`src/rtl/elbeth_dmem_controller.sv`:
```
// elbeth_dmem_controller: core data-port to single-port byte-enabled SRAM bridge with checks and wait states
// Ports: clk, rst (async active-low); core side dmem_addr/en/rw/out_data in, dmem_in_data/ready/error out;
// SRAM side ram_addr/en/we/wdata out, ram_rdata in (valid 1+WAIT_STATES cycles after ram_en).
module elbeth_dmem_controller #(
  parameter int MEM_ADDR_WIDTH = 14,
  parameter int WAIT_STATES = 0
) (
  input  logic                      clk,
  input  logic                      rst,
  input  logic [31:0]               dmem_addr,
  input  logic                      dmem_en,
  input  logic [3:0]                dmem_rw,
  input  logic [31:0]               dmem_out_data,
  output logic [31:0]               dmem_in_data,
  output logic                      dmem_ready,
  output logic                      dmem_error,
  output logic [MEM_ADDR_WIDTH-3:0] ram_addr,
  output logic                      ram_en,
  output logic [3:0]                ram_we,
  output logic [31:0]               ram_wdata,
  input  logic [31:0]               ram_rdata
);
  typedef enum logic [2:0] {IDLE, ACCESS, WAIT, READ, RESP} state_t;
  state_t state, state_d;
  logic [1:0] off, off_d, size, size_d, sz;
  logic wr, wr_d, bad, ready_d, error_d, en_d;
  logic [3:0] cnt, cnt_d, we_d;
  logic [31:0] in_data_d, wdata_d;
  logic [MEM_ADDR_WIDTH-3:0] addr_d;
  assign sz = dmem_rw[1:0];
  assign bad = dmem_rw[3] | (sz == 2'b11) | (sz == 2'b01 & dmem_addr[0]) |
               (sz == 2'b10 & |dmem_addr[1:0]) | |(dmem_addr >> MEM_ADDR_WIDTH);
  always_comb begin
    state_d = state;
    off_d = off;
    size_d = size;
    wr_d = wr;
    cnt_d = cnt;
    in_data_d = dmem_in_data;
    wdata_d = ram_wdata;
    addr_d = ram_addr;
    we_d = 4'b0000;
    en_d = 1'b0;
    ready_d = 1'b0;
    error_d = 1'b0;
    case (state)
      IDLE: if (dmem_en) begin
        if (bad) begin
          state_d = RESP;
          ready_d = 1'b1;
          error_d = 1'b1;
        end else begin
          state_d = ACCESS;
          en_d = 1'b1;
          addr_d = dmem_addr[MEM_ADDR_WIDTH-1:2];
          off_d = dmem_addr[1:0];
          size_d = sz;
          wr_d = dmem_rw[2];
          we_d = !dmem_rw[2] ? 4'b0000 :
                 sz == 2'b00 ? 4'b0001 << dmem_addr[1:0] :
                 sz == 2'b01 ? (dmem_addr[1] ? 4'b1100 : 4'b0011) : 4'b1111;
          wdata_d = sz == 2'b00 ? {4{dmem_out_data[7:0]}} :
                    sz == 2'b01 ? {2{dmem_out_data[15:0]}} : dmem_out_data;
        end
      end
      ACCESS: begin
        cnt_d = 4'(WAIT_STATES - 1);
        state_d = WAIT_STATES > 0 ? WAIT : wr ? RESP : READ;
        ready_d = WAIT_STATES == 0 && wr;
      end
      WAIT: begin
        cnt_d = cnt - 4'd1;
        state_d = cnt != 4'd0 ? WAIT : wr ? RESP : READ;
        ready_d = cnt == 4'd0 && wr;
      end
      READ: begin
        in_data_d = size == 2'b00 ? {24'b0, 8'(ram_rdata >> {off, 3'b000})} :
                    size == 2'b01 ? {16'b0, off[1] ? ram_rdata[31:16] : ram_rdata[15:0]} : ram_rdata;
        state_d = RESP;
        ready_d = 1'b1;
      end
      RESP: state_d = IDLE;
      default: state_d = IDLE;
    endcase
  end
  always_ff @(posedge clk or negedge rst) begin
    if (!rst) begin
      state <= IDLE;
      off <= '0;
      size <= '0;
      wr <= 1'b0;
      cnt <= '0;
      dmem_in_data <= '0;
      dmem_ready <= 1'b0;
      dmem_error <= 1'b0;
      ram_addr <= '0;
      ram_en <= 1'b0;
      ram_we <= '0;
      ram_wdata <= '0;
    end else begin
      state <= state_d;
      off <= off_d;
      size <= size_d;
      wr <= wr_d;
      cnt <= cnt_d;
      dmem_in_data <= in_data_d;
      dmem_ready <= ready_d;
      dmem_error <= error_d;
      ram_addr <= addr_d;
      ram_en <= en_d;
      ram_we <= we_d;
      ram_wdata <= wdata_d;
    end
  end
endmodule
```
`config.mk`:
```
export PLATFORM = sky130hd
export DESIGN_NAME = elbeth_dmem_controller
export DESIGN_NICKNAME = d
export VERILOG_FILES = /design/src/rtl/elbeth_dmem_controller.sv
export SDC_FILE = /design/constraint.sdc
export NUM_CORES = 1
export LEC_CHECK = 0
export BUFFER_PORTS_ARGS = -buffer_cell sky130_fd_sc_hd__buf_2
export CAP_MARGIN = 20
export CORE_MARGIN = 1
export CORE_UTILIZATION = 49
export CTS_CLUSTER_SIZE = 14
export DETAILED_ROUTE_END_ITERATION = 12
export MAX_ROUTING_LAYER = met4
export PLACE_DENSITY = 0.81
export SLEW_MARGIN = 20
export SYNTH_ARGS = -nofsm -noshare
export SYNTH_HDL_FRONTEND = slang
export SYNTH_SLANG_ARGS = --single-unit
```
`constraint.sdc`:
```
create_clock -name clk -period 2.35 [get_ports clk]
set_input_delay 0.47 -clock clk [delete_from_list [all_inputs] [get_ports clk]]
set_output_delay 0.47 -clock clk [all_outputs]
set_load 0.03 [all_outputs]
```
Word level (Yosys, flattened, before mapping)
Cells that the tools add are included.
- flip-flop bits (word level): 95
- bits of input ports: 103
- output and inout bits: 83
- word-level logic and storage cells: 65
- $add $sub $neg: 1
- equal/unequal tests: 8
- shift-type cells: 2
- mux-type cells: 25
- bitwise logic cells: 7
- reductions and logical operators: 10
- operator list (cell ; count):
    32-bit two-way mux ; 4
    32-bit by 5-bit right shift with 8-bit output ; 1
    4-bit two-way mux ; 7
    18-bit OR reduction ; 1
    16-bit two-way mux ; 1
    3-bit two-way mux ; 4
    3-bit one-hot mux with 4 select lines ; 1
    4-bit one-hot mux with 2 select lines ; 1
    3-bit by 2-bit == test with 1-bit output, second input constant ; 2
    1-bit two-way mux ; 6
    2-bit by 1-bit == test with 1-bit output, second input constant ; 2
    2-bit == test, second input constant ; 2
    2-bit zero test ; 2
    4-bit zero test ; 1
    1-bit bitwise OR ; 4
    1-bit one-hot mux with 4 select lines ; 1
    4-bit nonzero test ; 1
    1-bit by 2-bit << shifter with 4-bit output, first input constant ; 1
    4-bit by 1-bit subtractor with 4-bit output, second input constant ; 1
    3-bit by 1-bit == test with 1-bit output, second input constant ; 1
    3-bit zero test ; 1
    3-bit AND reduction ; 1
    1-bit AND ; 2
    2-bit != test, second input constant ; 1
    other kinds (4) ; 4

Longest topological paths before layout
- depth after elaboration: 8
- depth in mapped cells: 7
- depth with buffers taken out: 6

Worst setup path after synthesis
Ideal clock, no wire load.
- kind: input-to-reg
- from: in dmem_addr[27]
- to: reg off[0]
- setup time: 0.125 ns
- data arrival time: 2.047 ns
- data required time: 2.225 ns
- path slack: 0.178 ns
- cell stages on the path: 5
- path buffers: 1
- path through: nor4_1 nand4_1 nor4_4 buf_6 mux2_2
- longest elaborated chain between the ends: 4
- RTL lines (item ; RTL line ; RTL):
    from (decl) ; 10 ; input logic [31:0] dmem_addr,
    18-bit OR reduction ; 32 ; (sz == 2'b10 & |dmem_addr[1:0]) | |(dmem_addr >> MEM_ADDR_WIDTH);
    1-bit bitwise OR ; 32 ;
    1-bit NOT (no line) ; n/a ;
    3-bit AND reduction (no line) ; n/a ;
    to (signal assigned) ; 89 ; off <= '0;
    to (signal assigned) ; 102 ; off <= off_d;
    to (decl) ; 25 ; logic [1:0] off, off_d, size, size_d, sz;
Every way passes these cells.
A chain may end at the register's enable or synchronous reset.

Worst setup path after layout
- from: reg state[2]
- to: reg ram_addr[7]
- longest elaborated chain between the ends: 2
- RTL lines (item ; RTL line ; RTL):
    from (decl) ; 24 ; state_t state, state_d;
    from (signal assigned) ; 101 ; state <= state_d;
    3-bit zero test ; 46 ; case (state)
    3-bit AND reduction (no line) ; n/a ;
    to (signal assigned) ; 109 ; ram_addr <= addr_d;
    to (decl) ; 17 ; output logic [MEM_ADDR_WIDTH-3:0] ram_addr,
Every way passes these cells.

==> summary.md <==
| Metric | Value |
|---|---|
| Library cells used by synthesis | `40` |
| Seq/Total Area, Yosys | `0.515` |
| R2r setup slk | `280 ps` |
| Worst hold margin | `37.5 ps` |
| Seq pwr share | `0.543` |
| Dominant cells by area after synthesis | `dfrtp_1, mux2_2, nand2_1` |
| First-pass GRT wire length | `18900 um` |
| Top cell type's share of synthesized area | `0.515` |
| Mapped Nets | `510` |
| Count leader, synth | `dfrtp_1` |
| Clock power share | `0.371` |
| R2R cell count | `5` |
| CP arrival | `2310 ps` |
| RSZ-0062 raised after global routing | `no` |
| Slew HR | `0.501` |
| RePlAce Congestion | `0.911` |
| Fraction of layout cells with a size suffix above 1 | `0.476` |
| Post-synth top flop | `dfrtp_1` |
| Worst-skew pair later-pin latency | `350 ps` |
| Psw | `727 uW` |
| Top-level I/O count | `186` |
| Initial core utilization | `0.501` |
| # clock sinks | `95` |
| Internal power | `2.30 mW` |
| Initial antenna violation count | `0` |
| Grt ovf | `0` |
| Largest net degree at the start of global routing | `44` |
| Number of max-cap violations | `0` |
| N_diodes | `0` |
| Status | `finished, final reports clean` |
| Count of final setup violators | `0` |
| Post-Synthesis Cells | `405` |
| Crit Path Category | `flop to flop` |
| Postcts setup bufs | `0` |
| Critical Path RT | `2590 ps` |
| CP startpoint | `state[2]` |
| Drt pass-1 iters | `7` |
| Worst-path clk slew | `100 ps` |
| Synthesis-stage register bit count | `95` |
| Via Count | `3926` |
| Nets | `694` |
| Yosys warnings | `0` |
| R2R Path End | `ram_addr[7]` |
| Routed wire length | `11600 um` |
| DRC | `0` |
| Sw Share | `0.240` |
| Startpoint types | `flop` |
| Die X | `99.0 um` |
| CP Capture Type | `flop` |
| P_leak | `3.17 nW` |
| Drt via density | `5.57` |
| H-tree depth | `3` |
| Die footprint | `9800 um^2` |
| R2R Path Start | `state[2]` |
| Post-synth top cells | `dfrtp_1, nand2_1, mux2_2` |
| EDFF count, synth | `0` |
| Power per cell area | `515 nW/um^2` |
| Vias in the first global route | `3968` |
| Area grow syn2layout | `27.3%` |
| Syn avg cell area | `11.4 um^2` |
| Fin. Hold Viols | `0` |
| Comb power frac | `0.087` |
| Slew Limit Fails | `0` |
| Final HPWL DP | `8530 um` |
| Netlist Area Pre-Place | `4610 um^2` |
| Async set-reset flop share out of synthesis | `1.00` |
| Die Y | `99.0 um` |
| Critical path destination | `ram_addr[7]` |
| WL/cell | `16.4 um` |
| Routed Antenna Nets | `0` |
| Row cnt | `35` |
| Clock root buffer | `clkbuf_8` |
| Clock buffer depth | `2` |
| Cts bufs inserted | `9` |
| Resized Gates After CTS | `0` |
| CTS tree | `built` |
| Core area | `9200 um^2` |
| Synth area leader | `dfrtp_1` |
| Fmax | `0.483 GHz` |
| Max rail drop VDD | `0.341 mV` |
| Final clock skew | `14.1 ps` |
| Initial DRC count | `186` |
| Final Cycle Share | `0.880` |
| Setup TNS | `0 ps` |
| Fin crit period | `2070 ps` |
| Worst Tran Pin Value | `748 ps` |
| Hold WC Path Type | `input port to asynchronous set/reset pin` |
| GRT Resource Usage Total | `0.251` |
| Post-CTS Hold Buffers | `0` |
| Max FO, Critical Path | `18` |
| IO Port Bufs | `185` |
## critical path: stages (launching register included)
cell      delay [ps]
dfrtp_1          500
nor2_2           190
nand3b_1         200
nor4_4           390
buf_4            300
mux2_2           370
## kinds of logic after synthesis
family / Yosys count / synth area share
muxes: 89 / 0.232
buffers and inverters: 30 / 0.0345
DFF: 95 / 0.515
and+or+nand+nor: 124 / 0.122
AOI/OAI and AO/OA: 65 / 0.0901
adders and majority gates: 2 / 0.00543
## routing by layer
layer	up-vias	share of wire	wire, um	track usage
met2	179	0.50	5800	0.410
met1	1910	0.42	4810	0.316
met3	16	0.070	812	0.0504
li1	1821	-	-	-
met4	0	0.012	144	0.0815
met5	-	0	0	-
## power groups by stage
stage | sequential, mW | combinational (mW) | clock, mW
after CTS | 1.64 | 0.265 | 1.15
final | 1.64 | 0.262 | 1.12
after detailed placement | 1.67 | 0.263 | 0
after global routing | 1.64 | 0.290 | 1.21
after global placement | 1.67 | 0.254 | 0
after floorplan | 1.68 | 0.0941 | 0
## flip-flops by register name, summed over array words and instances, names as in the netlist, 2 cells and up
register and count:
cnt 4, dmem_in_data 32, off 2, ram_addr 12, ram_wdata 32, ram_we 4, size 2, state 3
## how the worst min path moves through the flow
stage / depth (start not counted) / slack, ps / from / endpoint
CTS: 1 / 40 / rst / dmem_in_data[31]
global route: 1 / 50 / rst / dmem_in_data[31]
global placement: 1 / 430 / rst / dmem_in_data[9]
finish: 1 / 40 / rst / dmem_in_data[8]
floorplan: 0 / 170 / rst / cnt[0]
detailed placement: 1 / 430 / rst / dmem_in_data[8]
## through the flow
step                 util  setup slack [ps]  instances  power, mW  cell area [um^2]
global route        0.638               145        705       3.14              5870
finish              0.638               281        705       3.02              5870
detailed placement  0.616              55.5        689       1.94              5660
global placement    0.616               110        689       1.93              5660
CTS                 0.638               269        705       3.05              5870
floorplan               -               178        405       1.77              4610
## layout make-up
| class | instances | area [um^2] |
|---|---|---|
| Fill cell | 735 | 3330 |
| Tap cell | 111 | 139 |
| Sequential cell | 95 | 2380 |
| Multi-Input combinational cell | 280 | 2080 |
| Clock buffer | 11 | 141 |
| Timing Repair Buffer | 198 | 1050 |
| Inverter | 5 | 18.8 |
| Clock inverter | 5 | 66.3 |
## cell usage in the layout (no fill, tap or decap), types with 2 or more instances in the layout
cell | netlist | routed
a21oi_1 | 19 | 19
a221oi_1 | 8 | 8
a22o_1 | 8 | 8
and3b_1 | 2 | 2
buf_12 | 0 | 2
buf_2 | 1 | 184
buf_4 | 0 | 12
clkbuf_8 | 0 | 10
clkinv_4 | 0 | 2
dfrtp_1 | 95 | 95
ha_1 | 2 | 2
inv_1 | 4 | 4
mux2_1 | 4 | 4
mux2_2 | 60 | 60
mux2i_1 | 17 | 17
mux4_2 | 8 | 8
nand2_1 | 62 | 62
nand3_1 | 18 | 18
nor2_1 | 20 | 20
nor2b_1 | 4 | 4
nor3_1 | 5 | 5
nor4_1 | 4 | 4
o21ai_0 | 21 | 21
o32ai_1 | 2 | 2
(Power assumes the default switching activity.)
